## src/rtl/stopwatch_bcd_if.sv

```systemverilog
// Control and display bundle of the BCD stopwatch.
// Controller side (master) drives tick/start_stop/lap/clear and observes the
// BCD digits plus running/wrap; the stopwatch (slave) does the opposite.
interface stopwatch_bcd_if;
    logic       tick;
    logic       start_stop;
    logic       lap;
    logic       clear;
    logic [3:0] sec_ones;
    logic [3:0] sec_tens;
    logic [3:0] min_ones;
    logic [3:0] min_tens;
    logic       running;
    logic       wrap;

    modport master (
        output tick, start_stop, lap, clear,
        input  sec_ones, sec_tens, min_ones, min_tens, running, wrap
    );

    modport slave (
        input  tick, start_stop, lap, clear,
        output sec_ones, sec_tens, min_ones, min_tens, running, wrap
    );
endinterface

```

## src/rtl/stopwatch_bcd.sv

```systemverilog
// Minutes:seconds BCD stopwatch (00:00..59:59) clocked by the system clock,
// advanced by a divider enable pulse prescaled by TICKS_PER_SEC.
// Ports:
//   clk  - system clock
//   rst  - synchronous active-high reset
//   sw   - stopwatch_bcd_if.slave: tick, start_stop, lap, clear in;
//          sec_ones, sec_tens, min_ones, min_tens, running, wrap out
// All outputs are registered.
module stopwatch_bcd #(
    parameter int unsigned TICKS_PER_SEC = 1
) (
    input  logic            clk,
    input  logic            rst,
    stopwatch_bcd_if.slave  sw
);
    localparam int unsigned PRE_W = 16;
    localparam int unsigned DIG_W = 4;
    localparam logic [PRE_W-1:0] PRE_MAX = PRE_W'(TICKS_PER_SEC - 1);

    typedef enum logic [1:0] {
        ST_IDLE  = 2'd0,
        ST_RUN   = 2'd1,
        ST_PAUSE = 2'd2,
        ST_LAP   = 2'd3
    } state_e;

    // digit index: 0 = sec ones, 1 = sec tens, 2 = min ones, 3 = min tens
    typedef logic [3:0][DIG_W-1:0] time_t;

    state_e           state_q, state_d;
    logic [PRE_W-1:0] pre_q, pre_d;
    time_t            live_q, live_d;
    time_t            snap_q, snap_d;
    time_t            disp_q, disp_d;
    logic             ss_prev_q, lap_prev_q;
    logic             running_q, running_d;
    logic             wrap_q, wrap_d;

    logic             ss_edge, lap_edge, counting, sec_adv;

    assign ss_edge  = sw.start_stop & ~ss_prev_q;
    assign lap_edge = sw.lap & ~lap_prev_q;
    // counting follows the state held at the start of the cycle
    assign counting = (state_q == ST_RUN) || (state_q == ST_LAP);

    // State and datapath registers
    always_ff @(posedge clk) begin
        if (rst) begin
            state_q    <= ST_IDLE;
            pre_q      <= '0;
            live_q     <= '0;
            snap_q     <= '0;
            disp_q     <= '0;
            ss_prev_q  <= 1'b1;
            lap_prev_q <= 1'b1;
            running_q  <= 1'b0;
            wrap_q     <= 1'b0;
        end else begin
            state_q    <= state_d;
            pre_q      <= pre_d;
            live_q     <= live_d;
            snap_q     <= snap_d;
            disp_q     <= disp_d;
            ss_prev_q  <= sw.start_stop;
            lap_prev_q <= sw.lap;
            running_q  <= running_d;
            wrap_q     <= wrap_d;
        end
    end

    // Next-state, prescaler, BCD carry chain and output selection
    always_comb begin
        state_d = state_q;
        pre_d   = pre_q;
        live_d  = live_q;
        snap_d  = snap_q;
        wrap_d  = 1'b0;
        sec_adv = 1'b0;

        if (counting && sw.tick) begin
            if (pre_q == PRE_MAX) begin
                pre_d   = '0;
                sec_adv = 1'b1;
            end else begin
                pre_d = pre_q + PRE_W'(1);
            end
        end

        if (sec_adv) begin
            if (live_q[0] == DIG_W'(9)) begin
                live_d[0] = '0;
                if (live_q[1] == DIG_W'(5)) begin
                    live_d[1] = '0;
                    if (live_q[2] == DIG_W'(9)) begin
                        live_d[2] = '0;
                        if (live_q[3] == DIG_W'(5)) begin
                            live_d[3] = '0;
                            wrap_d    = 1'b1;
                        end else begin
                            live_d[3] = live_q[3] + DIG_W'(1);
                        end
                    end else begin
                        live_d[2] = live_q[2] + DIG_W'(1);
                    end
                end else begin
                    live_d[1] = live_q[1] + DIG_W'(1);
                end
            end else begin
                live_d[0] = live_q[0] + DIG_W'(1);
            end
        end

        // start_stop has priority; a simultaneous lap edge is dropped
        if (ss_edge) begin
            unique case (state_q)
                ST_IDLE:  state_d = ST_RUN;
                ST_RUN:   state_d = ST_PAUSE;
                ST_PAUSE: state_d = ST_RUN;
                ST_LAP:   state_d = ST_PAUSE;
                default:  state_d = ST_IDLE;
            endcase
        end else if (lap_edge) begin
            if (state_q == ST_RUN) begin
                state_d = ST_LAP;
                snap_d  = live_q;
            end else if (state_q == ST_LAP) begin
                state_d = ST_RUN;
            end
        end

        if (sw.clear) begin
            state_d = ST_IDLE;
            pre_d   = '0;
            live_d  = '0;
            snap_d  = '0;
            wrap_d  = 1'b0;
        end

        disp_d    = (state_d == ST_LAP) ? snap_d : live_d;
        running_d = (state_d == ST_RUN) || (state_d == ST_LAP);
    end

    assign sw.sec_ones = disp_q[0];
    assign sw.sec_tens = disp_q[1];
    assign sw.min_ones = disp_q[2];
    assign sw.min_tens = disp_q[3];
    assign sw.running  = running_q;
    assign sw.wrap     = wrap_q;

endmodule
```

## src/flat_wrapper.sv

```systemverilog
// flat-port wrapper written by rule: the top's interface ports become plain ports
module stopwatch_bcd_flat 
#(
    parameter int unsigned TICKS_PER_SEC = 1
)
  (clk, rst, sw_tick, sw_start_stop, sw_lap, sw_clear, sw_sec_ones, sw_sec_tens, sw_min_ones, sw_min_tens, sw_running, sw_wrap);
  stopwatch_bcd_if sw_i ();
  input  logic clk;
  input  logic rst;
  input wire logic [$bits(sw_i.tick)-1:0] sw_tick;
  input wire logic [$bits(sw_i.start_stop)-1:0] sw_start_stop;
  input wire logic [$bits(sw_i.lap)-1:0] sw_lap;
  input wire logic [$bits(sw_i.clear)-1:0] sw_clear;
  output wire logic [$bits(sw_i.sec_ones)-1:0] sw_sec_ones;
  output wire logic [$bits(sw_i.sec_tens)-1:0] sw_sec_tens;
  output wire logic [$bits(sw_i.min_ones)-1:0] sw_min_ones;
  output wire logic [$bits(sw_i.min_tens)-1:0] sw_min_tens;
  output wire logic [$bits(sw_i.running)-1:0] sw_running;
  output wire logic [$bits(sw_i.wrap)-1:0] sw_wrap;
  assign sw_i.tick = sw_tick;
  assign sw_i.start_stop = sw_start_stop;
  assign sw_i.lap = sw_lap;
  assign sw_i.clear = sw_clear;
  assign sw_sec_ones = sw_i.sec_ones;
  assign sw_sec_tens = sw_i.sec_tens;
  assign sw_min_ones = sw_i.min_ones;
  assign sw_min_tens = sw_i.min_tens;
  assign sw_running = sw_i.running;
  assign sw_wrap = sw_i.wrap;
  stopwatch_bcd #(.TICKS_PER_SEC(TICKS_PER_SEC)) u_core (.clk(clk), .rst(rst), .sw(sw_i));
endmodule
```

## config.mk

```make
export PLATFORM = sky130hd
export DESIGN_NAME = stopwatch_bcd_flat
export DESIGN_NICKNAME = d
export VERILOG_FILES = /design/src/rtl/stopwatch_bcd_if.sv /design/src/rtl/stopwatch_bcd.sv /design/src/flat_wrapper.sv
export SDC_FILE = /design/constraint.sdc
export NUM_CORES = 1
export LEC_CHECK = 0
export BUFFER_PORTS_ARGS = -buffer_cell sky130_fd_sc_hd__clkbuf_2
export CORE_ASPECT_RATIO = 0.7
export CORE_MARGIN = 5
export CORE_UTILIZATION = 55
export DETAILED_ROUTE_END_ITERATION = 8
export GPL_ROUTABILITY_DRIVEN = 0
export HOLD_SLACK_MARGIN = 0.15
export PLACE_DENSITY = 0.74
export SKIP_CTS_REPAIR_TIMING = 1
export SYNTH_ARGS = -nofsm -noshare
export SYNTH_HDL_FRONTEND = slang
export SYNTH_SLANG_ARGS = --single-unit
```

## constraint.sdc

```tcl
create_clock -name clk -period 4 [get_ports clk]
set_input_delay 0.6 -clock clk [delete_from_list [all_inputs] [get_ports clk]]
set_output_delay 0.6 -clock clk [all_outputs]
set_load 0.02 [all_outputs]
```

==> reports/results.tsv, run 1 <==
stage	metric	value	unit
logic_synthesis	synth_simple_gate_area_frac	0.269	
placed_design	dp.cells	438	
logic_synthesis	postSynth.asyncResetShare	0	
detailed_routing	drcViolationCount	0	
logic_synthesis	synth_compound_area_frac	0.105	
clock_network	cts_sinks	69	
floorplanning	fp.coreArea	5640	sq um
floorplanning	die_x	101	um
floorplanning	fp-row-count	23	
critical_path	crit_arrival	3030	ps
timing	setup_viol	0	
logic_synthesis	syn_avg_cell_area	8.81	sq um
critical_path	timing.critical_path.cells	ha_1 -> o21a_1 -> nand4_1 -> or2_2 -> nand2_1 -> nor2_1	
logic_synthesis	synth_top_family_by_area	simple AND/OR/NAND/NOR gates	
timing	rsz0062_at_grt	no	
detailed_routing	viasPerCell	5.43	
clock_network	clk_pin_slew_worst_paths	70	ps
detailed_routing	drtIter0Drc	167	
logic_synthesis	synth_seq_area_share	0.437	
timing	finalHoldViolations	0	
timing	skew	7.82	ps
logic_synthesis	synth_xor_area_frac	0.0499	
layout	drive_gt1_frac	0.153	
logic_synthesis	ys_top_cells_by_area	dfxtp_1 44%, nor2_1 6.1%, mux2i_1 4.4%, nand2_1 3.9%, ha_1 3.6%	
logic_synthesis	ys_top_cells_by_count	69 x dfxtp_1, 51 x nor2_1, 33 x nand2_1	
grt	gr-total-overflow	0	
logic_synthesis	synth_enable_flop_cells	0	
critical_path	worst_setup_path_end_kind	register	
min_path	hold_class	register to register	
grt	antenna_found_initial	0	
clock_network	cts_tree	done	
critical_path	crit_path_max_incr_delay	570	ps
timing	setup_ws	1180	ps
layout	area_growth	9.81	%
critical_path	crit_fanout	16	
placed_design	numPortBuffers	23	
timing	tns	0	ps
clock_network	cts_max_level	3	
clock_network	cts_buffers	9	
detailed_routing	wl_per_cell	13.9	um
critical_path	start_kind	register	
floorplanning	die_y	73.4	um
timing	min_period	2820	ps
detailed_routing	drt.antenna.violating_nets	0	
layout	multi_input_area	1640	sq um
critical_path	worst_path_max_delay_cell	or2_2	
power	leakagePower	1.31	nW
grt	gr-usage-all-layers	0.186	
floorplanning	pin_count	24	
logic_synthesis	synth_ff_type	dfxtp_1	
grt	grt_pass1_vias	2216	
timing	maxSlewViolCount	0	
timing	fmax	354	MHz
flow_run	cap_violations	0	
clock_network	clk_latency	340	ps
grt	grt_pass1_wl	10.7	mm
timing	fin_crit_sh	0.706	
detailed_routing	routed_wl	6.29	mm
layout	final_util	0.616	
placed_design	dp_hpwl	4.29	mm
power	power_density	367	nW/um^2
timing	slew_headroom	0.330	
critical_path	cpLargestDelayFamily	simple AND/OR/NAND/NOR gates	
status	status	completed	
layout	fin_area	3470	sq um
critical_path	cp.required	4210	ps
placed_design	pre_cts_ws	1180	ps
grt	grt_max_degree	38	
logic_synthesis	synthMuxAreaShare	0.0586	
floorplanning	start_util	0.561	
timing	worst_slew_pin_slew	1000	ps
clock_network	cts.root.buffer_cell	clkbuf_8	
detailed_routing	drt-pass1-iter-count	4	
layout	regArea	1380	sq um
layout	antenna_cells	0	
logic_synthesis	ys_types	53	
placed_design	placed_area	3280	sq um
logic_synthesis	synth_area_leader_cell	dfxtp_1	
logic_synthesis	synth-warning-count	0	
critical_path	critPathKind	register to register	
critical_path	cp_num_buf_inv	0	
floorplanning	die_area	7390	sq um
detailed_routing	vias	2461	
power	ir_drop	0.000207	V
clock_network	cts_buffer_depth	2	
logic_synthesis	syn_area	3160	sq um
logic_synthesis	synth.net_count	374	
logic_synthesis	netlist_instances	359	
layout	post_layout_nonfiller_instances	453	
logic_synthesis	synth_top_area_frac	0.437	
layout	fill_cells	516	
logic_synthesis	synth_most_common_cell	dfxtp_1	
layout	nNetsFinal	389	
logic_synthesis	synth-seq-cells	69	
logic_synthesis	synth_fa_ha_area_frac	0.0356	
-- final cells by class --
type,count,area share
multi-input cells,258,0.472
flip-flops and latches,69,0.398
clock buffers,11,0.0407
repair buffers,24,0.0353
well taps,75,0.0270
clock inverters,4,0.0141
inverters,12,0.0130
-- flip-flops by register name, summed over array words and instances, names as in the netlist --
| signal | count |
|---|---|
| u_core.live_q | 16 |
| u_core.pre_q | 16 |
| u_core.snap_q | 16 |
| u_core.sw.min_ones | 4 |
| u_core.sw.min_tens | 4 |
| u_core.sw.sec_ones | 4 |
| u_core.sw.sec_tens | 4 |
| u_core.lap_prev_q | 1 |
| u_core.ss_prev_q | 1 |
| u_core.state_q | 1 |
| u_core.sw.running | 1 |
| u_core.sw.wrap | 1 |
-- metrics by stage --
step,total power (W),hold slack [ps]
CTS,0.00129,443
floorplan,0.000729,432
detailed placement,0.000739,450
finish,0.00127,457
global placement,0.000738,438
global route,0.00133,452
-- logic make-up after synthesis --
logic type                 count (synthesis)
adders and majority gates                  9
buffers and inverters                     32
DFF                                       69
xor gates and xnor gates                  18
AOI/OAI and AO/OA                         47
and+or+nand+nor                          166
muxes                                     18
-- worst reg2reg max path, delay by kind of cell (launching register included) --
family,cells,cell delay [ps]
AO/OA/AOI/OAI,1,250
flip-flops,1,430
AND/OR/NAND/NOR,4,1680
adder cells (fa/ha/maj),1,330
-- path summary, 6_finish.rpt --
check,start,to,slack (ps),cells past startpoint
hold / removal,u_core.snap_q[2]$_SDFF_PP0_,u_core.snap_q[2]$_SDFF_PP0_,460,2
hold reg to reg,u_core.snap_q[2]$_SDFF_PP0_,u_core.snap_q[2]$_SDFF_PP0_,460,2
setup / recovery,u_core.sw.running$_SDFF_PP0_,u_core.pre_q[9]$_SDFFE_PP0N_,1180,6
setup reg to reg,u_core.sw.running$_SDFF_PP0_,u_core.pre_q[9]$_SDFFE_PP0N_,1180,6
-- routing by layer --
metal / vias up / global-route usage / wire length [um]
met3: 4 / 0.0655 / 323
met4: 0 / 0.0463 / 46
met2: 53 / 0.263 / 2680
met5: - / 0 / 0
li1: 1270 / - / -
met1: 1134 / 0.269 / 3240
-- report_power, final --
| group | leakage [nW] | switching (W) | internal, W | total [W] |
|---|---|---|---|---|
| Clock | 0.0992 | 0.000250 | 0.000301 | 0.000551 |
| Combinational | 0.654 | 0.0000234 | 0.00000973 | 0.0000331 |
| Sequential | 0.556 | 0.00000150 | 0.000689 | 0.000690 |
-- placed cells by master, fill, tap and decap left out, types with 3 or more instances in the layout --
cell / Yosys / routed
xor2_1: 10 / 10
clkbuf_8: 0 / 10
nor2_1: 51 / 51
or2_2: 5 / 5
clkbuf_2: 0 / 23
a21oi_1: 16 / 16
inv_1: 12 / 12
or3_1: 4 / 4
nand2_1: 33 / 33
mux2_2: 4 / 4
nor4_1: 6 / 6
and2_1: 6 / 6
nor2b_1: 6 / 6
and3_1: 9 / 9
mux2i_1: 14 / 14
nand3_1: 17 / 17
nor3_2: 3 / 3
nor3_1: 6 / 6
o2bb2ai_1: 4 / 4
xnor2_1: 8 / 8
dfxtp_1: 69 / 69
nand4_1: 6 / 6
o21ai_0: 7 / 7
ha_1: 9 / 9
(Power assumes the default switching activity.)
==> run 2: changes to the inputs <==
--- a/config.mk
+++ b/config.mk
@@ -8,7 +8,7 @@
 export BUFFER_PORTS_ARGS = -buffer_cell sky130_fd_sc_hd__clkbuf_2
 export CORE_ASPECT_RATIO = 0.7
 export CORE_MARGIN = 5
-export CORE_UTILIZATION = 55
+export CORE_UTILIZATION = 53
 export DETAILED_ROUTE_END_ITERATION = 8
 export GPL_ROUTABILITY_DRIVEN = 0
 export HOLD_SLACK_MARGIN = 0.15
==> constraint.sdc (replaced) <==
create_clock -name clk -period 2.55 [get_ports clk]
set_input_delay 0.3825 -clock clk [delete_from_list [all_inputs] [get_ports clk]]
set_output_delay 0.3825 -clock clk [all_outputs]
set_load 0.02 [all_outputs]
==> reports/results.tsv, run 2 (synthesis gave the netlist of run 1 again) <==
stage	metric	value	unit
layout	nNetsFinal	396	
placed_design	dp.cells	445	
clock_network	cts_buffers	9	
critical_path	crit_end	u_core.sw.min_ones[0]$_SDFF_PP0_	
floorplanning	fp-row-count	23	
min_path	hp-start	sw_start_stop	
grt	grt_pass1_wl	11.2	mm
clock_network	cts_max_level	3	
detailed_routing	vias	2532	
status	status	completed	
floorplanning	fp.coreArea	5760	sq um
flow_run	cap_violations	0	
layout	fill_cells	523	
timing	worst_slew_pin_slew	598	ps
grt	gr-total-overflow	0	
critical_path	critPathKind	register to register	
clock_network	cts.root.buffer_cell	clkbuf_8	
timing	slew_headroom	0.600	
min_path	hold_class	input port to register	
detailed_routing	viasPerCell	5.49	
timing	fmax	451	MHz
timing	skew	5.35	ps
critical_path	crit_fanout	14	
timing	finalHoldViolations	0	
layout	area_growth	12.6	%
timing	setup_viol	0	
critical_path	start_kind	register	
power	leakagePower	1.35	nW
power	power_density	595	nW/um^2
placed_design	numPortBuffers	23	
grt	grt_max_degree	28	
timing	rsz0062_at_grt	no	
grt	grt_pass1_vias	2278	
clock_network	cts_sinks	69	
floorplanning	die_x	102	um
clock_network	cts_buffer_depth	2	
critical_path	ff2ff_setup_slack	330	ps
detailed_routing	drt.antenna.violating_nets	0	
timing	tns	0	ps
timing	maxSlewViolCount	0	
critical_path	reg2reg_to	u_core.sw.min_ones[0]$_SDFF_PP0_	
layout	antenna_cells	0	
grt	antenna_found_initial	0	
layout	most-common-layout-cells	69 x dfxtp_1, 51 x nor2_1, 32 x nand2_1	
layout	layout_commonest_cell	dfxtp_1	
detailed_routing	wl_per_cell	14.3	um
grt	gr-usage-all-layers	0.190	
timing	min_period	2220	ps
clock_network	clk_pin_slew_worst_paths	80	ps
power	ir_drop	0.000399	V
critical_path	rr_worst_depth	7	
critical_path	worst_setup_path_end_kind	register	
detailed_routing	routed_wl	6.58	mm
layout	top_regs	u_core.live_q x16, u_core.pre_q x16, u_core.snap_q x16	
clock_network	clk_latency	350	ps
floorplanning	die_area	7630	sq um
detailed_routing	drt-pass1-iter-count	4	
critical_path	crit_arrival	2450	ps
layout	post_layout_nonfiller_instances	461	
floorplanning	pin_count	24	
floorplanning	start_util	0.549	
layout	drive_gt1_frac	0.176	
floorplanning	die_y	74.6	um
clock_network	cts_tree	done	
critical_path	timing.rr.start	u_core.sw.running$_SDFF_PP0_	
power	total_power	0.00212	W
detailed_routing	drtIter0Drc	154	
critical_path	crit_start	u_core.sw.running$_SDFF_PP0_	
detailed_routing	drcViolationCount	0	
placed_design	dp_hpwl	4.56	mm
timing	fin_crit_sh	0.869	
critical_path	cp.required	2780	ps
## run 2: stage by stage
step                setup slack [ps]  instance area, sq um   util  hold WS, ps
floorplan                        325                  3160      -          432
global placement                 331                  3330  0.579          440
detailed placement               233                  3330  0.579          445
CTS                              167                  3560  0.618          231
global route                     131                  3560  0.618          234
finish                           334                  3560  0.618          236
## run 2: area by class of cell
class | count | area (sq um) | area share
clock buffer | 9 | 124 | 0.0348
inverter | 12 | 45.0 | 0.0127
clock inverter | 7 | 98.8 | 0.0278
timing repair buffer | 31 | 175 | 0.0492
tap | 75 | 93.8 | 0.0264
multi-input combinational | 258 | 1640 | 0.461
sequential | 69 | 1380 | 0.388
## run 2: critical path, cell delays in order, from the launching register on
cell	delay (ps)
dfxtp_1	440
ha_1	320
o21a_1	270
nand4_1	110
buf_4	220
nor3_2	320
mux2i_1	310
a21oi_1	100
## run 2: how the worst min path moves through the flow
stage	endpoint	slack, ps	cells past startpoint
after global placement	u_core.snap_q[7]$_SDFF_PP0_	440	2
after floorplan	u_core.snap_q[2]$_SDFF_PP0_	430	2
after detailed placement	u_core.snap_q[7]$_SDFF_PP0_	450	2
final	u_core.ss_prev_q$_SDFF_PP1_	240	2
after global routing	u_core.ss_prev_q$_SDFF_PP1_	230	2
after CTS	u_core.ss_prev_q$_SDFF_PP1_	230	2
## run 2: metal layers
metal | routed length [um] | GRT usage
met5 | 0 | 0
met2 | 2840 | 0.279
met4 | 79 | 0.0611
met3 | 402 | 0.0611
met1 | 3260 | 0.267
## run 2: power by group
part	internal, W	leakage, nW	switching [W]
clock	0.000555	0.110	0.000426
combinational	0.0000170	0.687	0.0000373
sequential	0.00108	0.556	0.00000236
total	0.00165	1.35	0.000465
==> run 3: changes to the inputs <==
--- a/config.mk
+++ b/config.mk
@@ -13,6 +13,7 @@
 export GPL_ROUTABILITY_DRIVEN = 0
 export HOLD_SLACK_MARGIN = 0.15
 export PLACE_DENSITY = 0.74
+export RECOVER_POWER = 100
 export SKIP_CTS_REPAIR_TIMING = 1
 export SYNTH_ARGS = -nofsm -noshare
 export SYNTH_HDL_FRONTEND = slang
==> reports/results.tsv, run 3 (synthesis gave the netlist of run 1 again) <==
stage	metric	value	unit
power	power.share.clock	0.463	
layout	antenna_cells	0	
grt	grt_max_degree	28	
layout	most-common-layout-cells	69 x dfxtp_1, 51 x nor2_1, 32 x nand2_1	
timing	rsz0062_at_grt	no	
clock_network	cts.root.buffer_cell	clkbuf_8	
critical_path	timing.critical_path.cells	ha_1 -> o21a_1 -> nand4_1 -> buf_4 -> a2111oi_1 -> a2bb2oi_2 -> o21ai_2	
floorplanning	die_area	7630	sq um
critical_path	crit_path_max_incr_delay	520	ps
layout	fin_area	3510	sq um
status	status	completed	
critical_path	ff2ff_setup_slack	220	ps
grt	grt_pass1_vias	2278	
floorplanning	die_x	102	um
power	power_density	603	nW/um^2
critical_path	crit_start	u_core.sw.running$_SDFF_PP0_	
power	swShare	0.219	
placed_design	dp_hpwl	4.56	mm
timing	whs	257	ps
layout	nNetsFinal	396	
power	ir_drop	0.000399	V
critical_path	critPathKind	register to register	
timing	slew_headroom	0.573	
timing	finalHoldViolations	0	
critical_path	crit_fanout	14	
detailed_routing	drt.antenna.violating_nets	0	
critical_path	cp_num_buf_inv	1	
placed_design	numPortBuffers	23	
timing	tns	0	ps
clock_network	clk_pin_slew_worst_paths	80	ps
critical_path	reg2reg_to	u_core.sw.sec_ones[3]$_SDFF_PP0_	
clock_network	clk_latency	350	ps
power	leakagePower	1.27	nW
placed_design	placed_area	3330	sq um
detailed_routing	routed_wl	6.62	mm
layout	drive_gt1_frac	0.109	
floorplanning	fp.coreArea	5760	sq um
timing	worst_slew_pin_slew	638	ps
timing	setup_viol	0	
floorplanning	start_util	0.549	
critical_path	worst_path_max_delay_cell	a2111oi_1	
power	internal_power	0.00165	W
grt	antenna_found_initial	0	
placed_design	dp.cells	445	
clock_network	cts_tree	done	
grt	grt_pass1_wl	11.2	mm
critical_path	timing.rr.start	u_core.sw.running$_SDFF_PP0_	
critical_path	cpLargestDelayFamily	compound AO/OA/AOI/OAI gates	
min_path	hold_class	input port to register	
power	p_sw	0.000464	W
detailed_routing	viasPerCell	5.53	
power	comb_power_share	0.025	
layout	area_growth	10.9	%
detailed_routing	drcViolationCount	0	
flow_run	cap_violations	0	
floorplanning	fp-row-count	23	
placed_design	pre_cts_ws	233	ps
layout	top_regs	u_core.live_q x16, u_core.pre_q x16, u_core.snap_q x16	
layout	layout_commonest_cell	dfxtp_1	
clock_network	cts_sinks	69	
timing	skew	5.42	ps
power	p_seq_frac	0.512	
critical_path	rr_worst_depth	7	
min_path	hp-start	sw_start_stop	
timing	fin_crit_sh	0.913	
critical_path	start_kind	register	
timing	fmax	429	MHz
min_path	hold_depth	2	
detailed_routing	vias	2550	
clock_network	cts_buffer_depth	2	
timing	setup_ws	221	ps
timing	maxSlewViolCount	0	
layout	post_layout_nonfiller_instances	461	
grt	gr-usage-all-layers	0.190	
clock_network	cts_buffers	9	
grt	gr-total-overflow	0	
floorplanning	die_y	74.6	um
critical_path	worst_setup_path_end_kind	register	
clock_network	cts_max_level	3	
timing	min_period	2330	ps
detailed_routing	drtIter0Drc	159	
critical_path	cp.required	2770	ps
detailed_routing	wl_per_cell	14.4	um
critical_path	crit_arrival	2550	ps
min_path	whs_endpoint	u_core.ss_prev_q$_SDFF_PP1_	
detailed_routing	drt-pass1-iter-count	4	
floorplanning	pin_count	24	
[run 3: cell types whose count changed in the layout (fill, tap and decap cells not counted), moves of 3 or more]
cell | before | now
clkbuf_2 | 23 | 3
and2_0 | 0 | 3
and2_1 | 6 | 3
buf_4 | 8 | 5
clkbuf_1 | 0 | 23
[run 3: worst max-delay path by stage]
stage	end	slack (ps)	depth (start not counted)
floorplan	u_core.sw.min_tens[3]$_SDFF_PP0_	320	8
global placement	u_core.pre_q[12]$_SDFFE_PP0N_	330	7
detailed placement	u_core.pre_q[15]$_SDFFE_PP0N_	230	7
CTS	u_core.pre_q[2]$_SDFFE_PP0N_	170	7
global route	u_core.sw.min_ones[2]$_SDFF_PP0_	80	7
finish	u_core.sw.sec_ones[3]$_SDFF_PP0_	220	7
[run 3: through the flow]
step                       util  power [W]
final                     0.609    0.00211
after global routing      0.609    0.00220
after CTS                 0.618    0.00213
after detailed placement  0.579    0.00116
after global placement    0.579    0.00116
after floorplan               -    0.00114
[run 3: metal layers]
| layer | global-route usage | part of all wire | vias up | routed length, um |
|---|---|---|---|---|
| li1 | - | - | 1282 | - |
| met1 | 0.267 | 0.49 | 1183 | 3240 |
| met2 | 0.279 | 0.43 | 75 | 2850 |
| met3 | 0.0611 | 0.068 | 10 | 451 |
| met4 | 0.0611 | 0.012 | 0 | 78 |
| met5 | 0 | 0 | - | 0 |
[run 3: power by group through the flow]
stage	sequential (W)	combinational, W	clock, W
global route	0.00108	0.0000585	0.00106
global placement	0.00111	0.0000532	0
CTS	0.00108	0.0000541	0.000995
finish	0.00108	0.0000535	0.000979
detailed placement	0.00111	0.0000535	0
floorplan	0.00111	0.0000364	0
[run 3: final cells by class]
| class | count | area [sq um] |
|---|---|---|
| tap | 75 | 93.8 |
| clock buffer | 9 | 124 |
| sequential | 69 | 1380 |
| timing repair buffer | 31 | 139 |
| fill | 534 | 2250 |
| inverter | 12 | 45.0 |
| clock inverter | 7 | 98.8 |
| multi-input combinational | 258 | 1630 |
[run 3: worst register-to-register path: stages, from the launching register on]
cell and delay (ps):
dfxtp_1 440, ha_1 320, o21a_1 280, nand4_1 120
buf_4 220, a2111oi_1 520, a2bb2oi_2 240, o21ai_2 70
